File: config.mk
export PLATFORM = sky130hd
export DESIGN_NAME = phase_sequencer
export DESIGN_NICKNAME = d
export VERILOG_FILES = /design/src/rtl/phase_sequencer_pkg.sv /design/src/rtl/phase_window_cmp.sv /design/src/rtl/phase_sequencer.sv
export SDC_FILE = /design/constraint.sdc
export NUM_CORES = 1
export LEC_CHECK = 0
export CAP_MARGIN = 20
export CELL_PAD_IN_SITES_DETAIL_PLACEMENT = 0
export CELL_PAD_IN_SITES_GLOBAL_PLACEMENT = 1
export CORE_ASPECT_RATIO = 1.5
export CORE_MARGIN = 4
export CORE_UTILIZATION = 40
export CTS_BUF_LIST = sky130_fd_sc_hd__clkbuf_4
export CTS_CLUSTER_SIZE = 20
export DETAILED_ROUTE_END_ITERATION = 12
export DONT_BUFFER_PORTS = 1
export PLACE_DENSITY = 0.71
export SYNTH_ARGS = -nofsm -noshare
export SYNTH_HDL_FRONTEND = slang
export SYNTH_HIERARCHICAL = 1
export SYNTH_SLANG_ARGS = --single-unit
File: constraint.sdc
create_clock -name clk_100M -period 3.2 [get_ports clk_100M]
set_input_delay 0.32 -clock clk_100M [delete_from_list [all_inputs] [get_ports clk_100M]]
set_output_delay 0.32 -clock clk_100M [all_outputs]
set_load 0.02 [all_outputs]
File: src/rtl/phase_sequencer_pkg.sv
// Shared definitions for the multi-phase timing generator: sequencer states,
// reset-time period/window defaults and the channel-to-domain mapping.
package phase_seq_pkg;

    // Sequencer state codes, also presented on state_out.
    typedef enum logic [1:0] {
        HALT = 2'd0,
        RUN  = 2'd1,
        STEP = 2'd2
    } phase_state_e;

    localparam logic [1:0] ST_HALT = 2'd0;
    localparam logic [1:0] ST_RUN  = 2'd1;
    localparam logic [1:0] ST_STEP = 2'd2;

    // Reset-time configuration for the default 4-channel, 8-bit build.
    localparam int          NCH_DEF    = 4;
    localparam int          CW_DEF     = 8;
    localparam logic [7:0]  PERIOD_DEF = 8'd11;
    localparam logic [31:0] RISE_DEF   = {8'd10, 8'd5, 8'd1, 8'd5};
    localparam logic [31:0] FALL_DEF   = {8'd11, 8'd7, 8'd2, 8'd7};

    // Which phase channel drives which control domain.
    localparam int CH_ALU    = 0;
    localparam int CH_FETCH  = 1;
    localparam int CH_MULDIV = 2;
    localparam int CH_REG    = 3;

endpackage

File: src/rtl/phase_window_cmp.sv
// One phase channel: shadow and active rise/fall window registers plus the
// registered window compare against the shared period counter.
module phase_window_cmp #(
    parameter int            CW       = 8,
    parameter logic [CW-1:0] RISE_RST = '0,
    parameter logic [CW-1:0] FALL_RST = '0
) (
    input  logic          clk_100M,
    input  logic          rst_n,
    input  logic          wr_en,
    input  logic [CW-1:0] wr_rise,
    input  logic [CW-1:0] wr_fall,
    input  logic [CW-1:0] cnt,
    input  logic          adv,
    input  logic          apply,
    output logic          phase
);

    logic [CW-1:0] rise_sh;
    logic [CW-1:0] fall_sh;
    logic [CW-1:0] rise_act;
    logic [CW-1:0] fall_act;

    // Shadow window: captures runtime writes, lost on reset.
    always_ff @(posedge clk_100M or negedge rst_n) begin
        if (!rst_n) begin
            rise_sh <= RISE_RST;
            fall_sh <= FALL_RST;
        end else if (wr_en) begin
            rise_sh <= wr_rise;
            fall_sh <= wr_fall;
        end
    end

    // Active window: takes the pre-write shadow at the period boundary.
    always_ff @(posedge clk_100M or negedge rst_n) begin
        if (!rst_n) begin
            rise_act <= RISE_RST;
            fall_act <= FALL_RST;
        end else if (apply) begin
            rise_act <= rise_sh;
            fall_act <= fall_sh;
        end
    end

    // Registered compare; holds its value whenever the counter is frozen.
    always_ff @(posedge clk_100M or negedge rst_n) begin
        if (!rst_n) begin
            phase <= 1'b0;
        end else if (adv) begin
            phase <= (rise_act <= cnt) && (cnt < fall_act);
        end
    end

endmodule

File: src/rtl/phase_sequencer.sv
// Multi-phase timing generator: one shared period counter, NCH windowed
// phase enables, stall/step control and boundary-applied reconfiguration.
//
// Config write protocol: cfg_we / cfg_period_we are single-cycle strobes with
// no back-pressure; the payload is captured into the shadow on the same edge
// and is always accepted. It reaches the active copy only at the next wrap.
module phase_sequencer
    import phase_seq_pkg::*;
#(
    parameter int                PERIOD_INIT_W = 0,
    parameter int                NCH           = NCH_DEF,
    parameter int                CW            = CW_DEF,
    parameter logic [CW-1:0]     PERIOD_INIT   = PERIOD_DEF,
    parameter logic [NCH*CW-1:0] RISE_INIT     = RISE_DEF,
    parameter logic [NCH*CW-1:0] FALL_INIT     = FALL_DEF
) (
    input  logic                   clk_100M,
    input  logic                   rst_n,
    input  logic                   run,
    input  logic                   step_req,
    input  logic                   cfg_we,
    input  logic [$clog2(NCH)-1:0] cfg_ch,
    input  logic [CW-1:0]          cfg_rise,
    input  logic [CW-1:0]          cfg_fall,
    input  logic                   cfg_period_we,
    input  logic [CW-1:0]          cfg_period,
    output logic [NCH-1:0]         phase_out,
    output logic                   wrap,
    output logic [CW-1:0]          cnt_out,
    output logic                   cfg_pending,
    output logic [1:0]             state_out
);

    localparam int CHW = $clog2(NCH);

    logic [1:0]    state;
    logic [CW-1:0] cnt;
    logic [CW-1:0] per_act;
    logic [CW-1:0] per_sh;
    logic          adv;
    logic          wrap_edge;

    // RUN advances only while run stays high (freeze is immediate); STEP
    // always advances until its wrap.
    assign adv       = ((state == ST_RUN) && run) || (state == ST_STEP);
    assign wrap_edge = adv && (cnt == per_act - CW'(1));

    // Sequencer state machine.
    always_ff @(posedge clk_100M or negedge rst_n) begin
        if (!rst_n) begin
            state <= ST_HALT;
        end else begin
            case (state)
                ST_HALT: begin
                    if (run)           state <= ST_RUN;
                    else if (step_req) state <= ST_STEP;
                end
                ST_RUN: begin
                    if (!run) state <= ST_HALT;
                end
                ST_STEP: begin
                    if (run)            state <= ST_RUN;
                    else if (wrap_edge) state <= ST_HALT;
                end
                default: state <= ST_HALT;
            endcase
        end
    end

    // Period counter and the wrap pulse that follows the period-1 -> 0 edge.
    always_ff @(posedge clk_100M or negedge rst_n) begin
        if (!rst_n) begin
            cnt  <= '0;
            wrap <= 1'b0;
        end else begin
            wrap <= wrap_edge;
            if (wrap_edge) cnt <= '0;
            else if (adv)  cnt <= cnt + CW'(1);
        end
    end

    // Shadow/active period; shadow values below 2 are clamped to 2.
    always_ff @(posedge clk_100M or negedge rst_n) begin
        if (!rst_n) begin
            per_sh  <= PERIOD_INIT;
            per_act <= PERIOD_INIT;
        end else begin
            if (cfg_period_we) per_sh <= (cfg_period < CW'(2)) ? CW'(2) : cfg_period;
            if (wrap_edge)     per_act <= per_sh;
        end
    end

    // Pending flag: a new write wins over a coincident apply.
    always_ff @(posedge clk_100M or negedge rst_n) begin
        if (!rst_n) begin
            cfg_pending <= 1'b0;
        end else if (cfg_we || cfg_period_we) begin
            cfg_pending <= 1'b1;
        end else if (wrap_edge) begin
            cfg_pending <= 1'b0;
        end
    end

    for (genvar i = 0; i < NCH; i++) begin : g_ch
        localparam logic [CHW-1:0] IDX = CHW'(i);
        phase_window_cmp #(
            .CW       (CW),
            .RISE_RST (RISE_INIT[i*CW +: CW]),
            .FALL_RST (FALL_INIT[i*CW +: CW])
        ) u_win (
            .clk_100M (clk_100M),
            .rst_n    (rst_n),
            .wr_en    (cfg_we && (cfg_ch == IDX)),
            .wr_rise  (cfg_rise),
            .wr_fall  (cfg_fall),
            .cnt      (cnt),
            .adv      (adv),
            .apply    (wrap_edge),
            .phase    (phase_out[i])
        );
    end

    assign cnt_out   = cnt;
    assign state_out = state;

endmodule

# After elaboration in Yosys (flattened, before gate mapping)
# Cells that the tools add are included.
# W data, S select, Z words.
[word_totals] output_inout_bits=16 inputBits=32 wordCells=74 ff_bits=160
[op_classes] order_cmp=9 reduce_logical=17 n_eq_ne=9 addsub=2 mux=11
[ops] operator="$le A8 B8 Y1" count=4
[ops] operator="$lt A8 B8 Y1" count=4
[ops] operator="$mux W8" count=3
[ops] operator="$logic_and A1 B1 Y1" count=10
[ops] operator="$mux W2" count=5
[ops] operator="$add A8 B1 Y8 const B" count=1
[ops] operator="$eq A8 B8 Y1" count=1
[ops] operator="$lt A8 B2 Y1 const B" count=1
[ops] operator="$sub A8 B1 Y8 const B" count=1
[ops] operator="$eq A2 B2 Y1 const B" count=3
[ops] operator="$ne A3 B3 Y1 const B" count=2
[ops] operator="$pmux W2 S3" count=1
[ops] operator="$eq A2 B1 Y1 const B" count=2
[ops] operator="$logic_not A2 Y1" count=2
[ops] operator="$reduce_bool A2 Y1" count=2
[ops] operator="$reduce_and A3 Y1" count=1
[ops] operator="$logic_or A1 B1 Y1" count=2
[ops] operator="$mux W1" count=2
[ops] operator="$ne A2 B2 Y1 const B" count=1

# Logic depth before layout (Yosys ltp)
# Gate-level depths: netlist of the first run.
[logic_depth] ltp_word=7 depth_mapped=11 mapped_depth_nobuf=8

# By module
# Netlist of the first run, hierarchy kept.
[modules_own_cells] module="phase_window_cmp (g_ch[2].u_win ...)" n_inst=2 seq_area_each_um2=838.3 area_each_um2=1601.5 cells_each=129
[modules_own_cells] module="phase_window_cmp (g_ch[0].u_win)" n_inst=1 seq_area_each_um2=838.3 area_each_um2=1621.6 cells_each=133
[modules_own_cells] module="phase_window_cmp (g_ch[1].u_win)" n_inst=1 seq_area_each_um2=830.8 area_each_um2=1594.0 cells_each=129
[modules_own_cells] module="phase_sequencer" n_inst=1 seq_area_each_um2=708.2 area_each_um2=1422.6 cells_each=126

# Least setup slack after synthesis of the first run
# No wires, ideal clock.
[synth_timing] path_kind="flip-flop to flip-flop" from="register state[1] (netlist: state_out[1])" to="register g_ch[0].u_win.rise_act[4]" period_less_slack_ns=2.975 stages_incl_launch_ff=10 setup_slack_ns=0.225 required_time_ns=3.075 t_arrival_ns=2.850 setup_time_ns=0.125 cell_sequence="dfrtp_1 > nand3b_1 > and2_1 > inv_1 > nand4_1 > a2111oi_4 > buf_4 > buf_2 > buf_2 > mux2_2"
[synth_between] elab_chain_cells=4 elab_cells_between_ends=5
[synth_rtl] item="start, declared" line="phase_sequencer.sv:36" rtl="logic [1:0] state;"
[synth_rtl] item="start signal, assigned" line="phase_sequencer.sv:51" rtl="state <= ST_HALT;"
[synth_rtl] item="start signal, assigned" line="phase_sequencer.sv:55" rtl="if (run) state <= ST_RUN;"
[synth_rtl] item="start signal, assigned" line="phase_sequencer.sv:56" rtl="else if (step_req) state <= ST_STEP;"
[synth_rtl] item="$eq A2 B1 Y1" line="phase_sequencer.sv:45" rtl="assign adv = ((state == ST_RUN) && run) || (state == ST_STEP);"
[synth_rtl] item="$logic_and A1 B1 Y1" line="phase_sequencer.sv:45"
[synth_rtl] item="$logic_or A1 B1 Y1 (*)" line="phase_sequencer.sv:45"
[synth_rtl] item="named net adv" line="phase_sequencer.sv:40" rtl="logic adv;"
[synth_rtl] item="$logic_and A1 B1 Y1 (*)" line="phase_sequencer.sv:46" rtl="assign wrap_edge = adv && (cnt == per_act - CW'(1));"
[synth_rtl] item="named net wrap_edge" line="phase_sequencer.sv:41" rtl="logic wrap_edge;"
[synth_rtl] item="end signal, assigned" line="phase_window_cmp.sv:41" rtl="rise_act <= rise_sh;"
[synth_rtl] item="end, declared" line="phase_window_cmp.sv:21" rtl="logic [CW-1:0] rise_act;"
# The timed path passes the listed nets; every way through them passes the cells marked *.
# A chain may end at the register's enable or synchronous reset.

# Worst setup path in the final report of the first run
[layout_timing] from="register per_act[0]" to="register state[1] (netlist: state_out[1])"
[layout_between] elab_chain_cells=5
[layout_rtl] item="start, declared" line="phase_sequencer.sv:38" rtl="logic [CW-1:0] per_act;"
[layout_rtl] item="start signal, assigned" line="phase_sequencer.sv:89" rtl="if (wrap_edge) per_act <= per_sh;"
[layout_rtl] item="$sub A8 B1 Y8" line="phase_sequencer.sv:46"
[layout_rtl] item="$eq A8 B8 Y1" line="phase_sequencer.sv:46"
[layout_rtl] item="$logic_and A1 B1 Y1" line="phase_sequencer.sv:46"
[layout_rtl] item="$ne A3 B3 Y1 (no line)"
[layout_rtl] item="$reduce_and A3 Y1 (no line)"
# No other way between the ends.

==> out/results.ini, run 1 <==
[yosys]
synth_warnings = 6
yosysUniqueCellTypes = 49
ys.flop_type = dfrtp_1
netlist.area_leader.share_pct = 38.3
async_reset_ff_share_pct = 100
yosysTopAreaCell = dfrtp_1
synthTopCellsByCount = dfrtp_1 (120), inv_1 (70), ha_1 (62)
mappedNetlistArea_sq_mm = 0.00784
synth.most_common_cell = dfrtp_1
yosysSeqAreaShare_pct = 51.7
netlist_instances = 646
syn_nets = 740
syn_avg_cell_area_sq_um = 12.1
synth-seq-cells = 160
yosys-top-cells-area = dfrtp_1 (38%), dfstp_2 (13%), ha_1 (9.9%)
synth_edf_count = 0

[clock_tree]
cts_tree = built
clockRootBuffer = clkbuf_4
clkTransAtPathRegs_ns = 0.15
cts-hold-fix-buffers = 29
cts-htree-levels = 4
clk_latency_ns = 0.57
clock-sinks = 160
numCtsBuffers = 17
clockBufferDepth = 2

[setup_path]
endpoint_kind = flip-flop
required_ns = 3.66
cpPeakStageDelay_ns = 0.58
crit_fanout = 53
path_cells = inv_1, ha_1, nor3b_1, xnor2_1, nand4_1, a2111oi_4, clkbuf_16, a2111oi_0, dlygate4sd3_1
cp_slowest_cell = dfstp_2
cp-start-kind = flip-flop
criticalPathCategory = reg -> reg
worstPathArrival_ns = 3.39

[hold_path]
hold_path_class = in -> async

[floorplan]
rows = 62
fp.dieH_microns = 179
io_pins = 48
core_sq_mm = 0.0192
fp.dieW_microns = 122
start_util_pct = 40.8
dieArea_sq_mm = 0.0220

[timing]
finalHoldViolCount = 160
worstMarginPinSlew_ns = 1.08
slew_headroom_pct = 28.0
rsz0062_at_grt = no
fin_hold_ws_ns = -0.581
fin_setup_tns_ns = 0
setup_violations = 0
period_minus_slack_ns = 2.94
post-route-period-util_pct = 91.8
skew_ns = 0.0194
finalMaxSlewViolations = 0
max_freq_mhz = 341

[grt]
overflow = 0
antenna_found_initial = 2
grt_use_total_pct = 16.8
grt_max_degree = 161
grt_first_pass_wirelength_microns = 28400
grt_pass1_vias = 5384

[pwr]
p_comb_share_pct = 38.4
ir_worst_vdd_mv = 0.356
power.leakage_nw = 4.00
switching_share_pct = 37.0
power.density_mw_per_mm2 = 791
power_frac_seq_pct = 45.0
switching_power_mw = 2.56
power_frac_clock_pct = 16.6
intPower_mw = 4.35

[cells_and_area]
multi_input_area_sq_mm = 0.00340
drive_gt1_share_pct = 22.2
regArea_sq_mm = 0.00405
nNetsFinal = 780
areaGrowthSynthToFinish_pct = 11.3
fillCellCount = 1826

[drt]
wl_per_cell_microns = 18.5
vias = 4937
drtPass1Iterations = 5
drtIter0Drc = 236
drc = 0
vias_per_cell = 5.16
ant_nets = 0
totalWireLength_microns = 17700

[run_status]
failed_checks = hold timing
status = finished, violations left

[flow_run]
drv_cap = 0

[place]
dp_hpwl_microns = 11600
place.gp.congestion = 0.751
port_buffers = 0

==> per-layer routing <==
layer | part of all wire [%] | GRT usage, % | wire length, microns
met1 | 43 | 20.7 | 7680
met4 | 2.4 | 6.05 | 421
met3 | 3.1 | 4.12 | 555
met2 | 51 | 28.3 | 9090
met5 | 0 | 0 | 0
==> through the flow <==
stage          instance area, sq um  setup WS [ns]  instances  util [%]  power [mW]
2_1_floorplan                  7840          0.225        646         -        5.02
3_3_place_gp                   8150          0.526        892      42.3        5.61
3_5_place_dp                   8150          0.417        892      42.3        5.78
4_1_cts                        8700         0.0309        953      45.2        6.99
5_1_grt                        8730         0.0905        957      45.4        7.45
6_report                       8730          0.264        957      45.4        6.91
==> cells by family after synthesis <==
| logic type | Yosys count | synth area share (%) |
|---|---|---|
| AOI/OAI and AO/OA | 97 | 8.73 |
| adders and majority gates | 62 | 9.89 |
| xor gates and xnor gates | 18 | 2.01 |
| muxes | 111 | 15.9 |
| DFF | 160 | 51.7 |
| and+or+nand+nor | 105 | 6.72 |
| buffers and inverters | 93 | 5.03 |
==> critical path: cells and delay by family, from the launching register on <==
family | cells | cell delay (ns)
compound gates | 2 | 0.49
xor+xnor | 1 | 0.17
fa+ha+maj | 1 | 0.22
buf+inv | 3 | 1.03
flops | 1 | 0.58
simple gates | 2 | 0.33
==> cells in the final DEF (no fill, tap or decap), types with 17 or more instances in the layout <==
master,n
nand2_1,40
dlygate4sd3_1,29
clkbuf_4,17
a21oi_1,17
nor2_1,20
inv_1,70
mux2_2,56
mux2_1,54
ha_1,62
dfrtp_1,120
dfstp_2,40
o21ai_0,36
==> power groups by stage <==
stage | Sequential, mW | Clock (mW) | Combinational [mW]
finish | 3.11 | 1.15 | 2.65
global route | 3.19 | 1.29 | 2.97
CTS | 3.12 | 1.20 | 2.67
detailed placement | 3.16 | 0 | 2.61
global placement | 3.14 | 0 | 2.47
floorplan | 3.16 | 0 | 1.86
==> worst paths after layout <==
path                                           from                        end  slack, ns  cells after the start
min in group clk_100M                           run                 cnt_out[1]       0.19                      4
hold reg to reg            g_ch[3].u_win/fall_sh[7]  g_ch[3].u_win/fall_act[7]       0.48                      2
setup / recovery                         per_act[0]               state_out[1]       0.26                      9
setup reg to reg                         per_act[0]               state_out[1]       0.26                      9
max in group asynchronous                     rst_n  g_ch[1].u_win/rise_act[0]       3.45                      0
hold / removal                                rst_n   g_ch[1].u_win/fall_sh[2]      -0.58                      0
==> timing repair <==
item                       CTS  global route
setup endpoints to repair    0             1
resized for setup            0             1
setup buffers                0             1
hold endpoints to repair   235           160
==> registers in the layout (all words and copies together) (netlist names) <==
name and flops:
g_ch.u_win/rise_act 32, per_act 8, cfg_pending 1, wrap 1
per_sh 8, cnt_out 8, g_ch.u_win/fall_sh 32, g_ch.u_win/phase 4
state_out 2, g_ch.u_win/fall_act 32, g_ch.u_win/rise_sh 32
==> layout make-up <==
class	instances	area share, %
antenna	2	0.0573
multi-input combinational	393	38.9
clock inverter	15	1.58
clock buffer	17	1.46
tap	256	3.67
inverter	70	3.01
timing repair buffer	44	4.86
sequential	160	46.4
(Power assumes the default switching activity.)
==> inputs of run 2 (changes only) <==
==> constraint.sdc (replaced) <==
create_clock -name clk_100M -period 3.1 [get_ports clk_100M]
set_input_delay 0.31 -clock clk_100M [delete_from_list [all_inputs] [get_ports clk_100M]]
set_output_delay 0.31 -clock clk_100M [all_outputs]
set_load 0.02 [all_outputs]
==> run 2 against run 1 <==
The run still ends with hold timing left. Clock power barely moved. First-iteration DRC count shrank 0.42%. Register-to-register slack worse by 0.07 ns. Largest cell class unchanged.
==> out/results.ini, run 2 (synthesized netlist as in run 1, its figures left out) <==
[run_status]
status = finished, violations left  ; unchanged
failed_checks = hold timing  ; unchanged

[timing]
finalHoldViolCount = 160  ; unchanged
slew_headroom_pct = 30.4  ; was 28.0%
fin_setup_tns_ns = 0  ; unchanged
skew_ns = 0.0265  ; was 0.0194 ns
post-route-period-util_pct = 93.7  ; was 91.8%
rsz0062_at_grt = no  ; unchanged
finalMaxSlewViolations = 0  ; unchanged
period_minus_slack_ns = 2.91  ; was 2.94 ns
max_freq_mhz = 344  ; was 341 MHz
worstMarginPinSlew_ns = 1.04  ; was 1.08 ns
setup_violations = 0  ; unchanged
fin_hold_ws_ns = -0.549  ; was -0.581 ns
setup_ws_ns = 0.194  ; was 0.264 ns

[grt]
antenna_found_initial = 1  ; was 2
grt_use_total_pct = 16.6  ; was 16.8%
grt_pass1_vias = 5203  ; was 5,384
overflow = 0  ; unchanged
grt_max_degree = 161  ; unchanged
grt_first_pass_wirelength_microns = 28300  ; was 28,400 microns

[place]
dpl.cell_count = 893  ; was 892
place.gp.congestion = 0.768  ; was 0.751
port_buffers = 0  ; unchanged
dp_hpwl_microns = 11500  ; was 11,600 microns
dpl-instance-area_sq_mm = 0.00815  ; about the same
dp_slack_ns = 0.394  ; was 0.417 ns

[setup_path]
endpoint_kind = flip-flop  ; unchanged
r2r_cells = 9  ; unchanged
criticalPathCategory = reg -> reg  ; unchanged
cp-start-kind = flip-flop  ; unchanged
crit_fanout = 11  ; was 53
r2r_setup_slack_ns = 0.19  ; was 0.26 ns
r2r_end = state_out[1]  ; unchanged
required_ns = 3.53  ; was 3.66 ns
r2r-start = per_act[0]  ; unchanged
worstPathArrival_ns = 3.34  ; was 3.39 ns

[floorplan]
dieArea_sq_mm = 0.0220  ; unchanged
fp.dieH_microns = 179  ; unchanged
fp.dieW_microns = 122  ; unchanged
rows = 62  ; unchanged
io_pins = 48  ; unchanged
core_sq_mm = 0.0192  ; unchanged
start_util_pct = 40.8  ; unchanged

[cells_and_area]
nNetsFinal = 779  ; was 780
drive_gt1_share_pct = 22.2  ; about the same
utilization_pct = 45.2  ; was 45.4%
stdcell_count = 955  ; was 957
layout_common_cells = dfrtp_1 (120), inv_1 (70), ha_1 (62), mux2_2 (56), mux2_1 (54)  ; unchanged
design_area_sq_mm = 0.00870  ; was 0.00873 sq mm
areaGrowthSynthToFinish_pct = 11.0  ; was 11.3%
layout.cells.most_common = dfrtp_1  ; unchanged

[clock_tree]
ctsResizeCount = 0  ; unchanged
clockBufferDepth = 2  ; unchanged
clock-sinks = 160  ; unchanged
cts_tree = built  ; unchanged
cts-hold-fix-buffers = 29  ; unchanged
clk_latency_ns = 0.55  ; was 0.57 ns
numCtsBuffers = 17  ; unchanged
clockRootBuffer = clkbuf_4  ; unchanged
cts-htree-levels = 4  ; unchanged
clkTransAtPathRegs_ns = 0.14  ; was 0.15 ns

[pwr]
ir_worst_vdd_mv = 0.333  ; was 0.356 mV
power.density_mw_per_mm2 = 809  ; was 791 mW/mm^2
power.leakage_nw = 3.99  ; was 4.00 nW
finalPower_mw = 7.04  ; was 6.91 mW

[drt]
drc = 0  ; unchanged
vias_per_cell = 5.10  ; was 5.16
drtPass1Iterations = 4  ; was 5
ant_nets = 0  ; unchanged
wl_per_cell_microns = 17.9  ; was 18.5 microns
vias = 4872  ; was 4,937
drtIter0Drc = 235  ; was 236
totalWireLength_microns = 17100  ; was 17,700 microns

[hold_path]
hold_path_class = in -> async  ; unchanged

[flow_run]
drv_cap = 0  ; unchanged

==> run 2: area by class of cell <==
class	instances	area (sq um)
inverter	70	263
sequential	160	4050
clock buffer	17	128
multi-input combinational	393	3400
timing repair buffer	43	408
tap	256	320
fill	1849	10500
antenna	1	2.50
clock inverter	15	129
==> run 2: worst max path at each step <==
stage	from	to	slack [ns]
3_3_place_gp	per_act[0]	g_ch[1].u_win/rise_act[7]	0.46
5_1_grt	per_act[0]	state_out[1]	0.03
2_1_floorplan	state_out[1]	g_ch[0].u_win/rise_act[4]	0.13
3_5_place_dp	per_act[0]	g_ch[0].u_win/rise_act[7]	0.39
4_1_cts	per_act[0]	state_out[1]	0.19
6_report	per_act[0]	state_out[1]	0.19
==> run 2: where the power goes <==
group          internal (mW)  switching (mW)
combinational           1.23            1.47
clock                  0.342           0.794
sequential              2.84           0.364
==> run 2: what timing repair did <==
action                                  CTS  global route
endpoints found under the setup margin    0             0
endpoints found under the hold margin   235           160
setup buffers                             0             0
==> run 2: critical path, cell delays in order (launching register included) <==
cell	delay [ns]
dfstp_2	0.58
inv_1	0.06
ha_1	0.22
xor2_1	0.20
xnor2_1	0.14
nand4_1	0.16
a2111oi_4	0.47
buf_4	0.28
a2111oi_0	0.11
dlygate4sd3_1	0.58
==> run 2: routing by layer <==
layer  share of wire (%)  track usage (%)  wire length, microns
met1                  43             21.4                  7420
met2                  51             28.1                  8770
met3                 3.7             3.55                   628
met4                 1.5             4.44                   249
met5                   0                0                     0
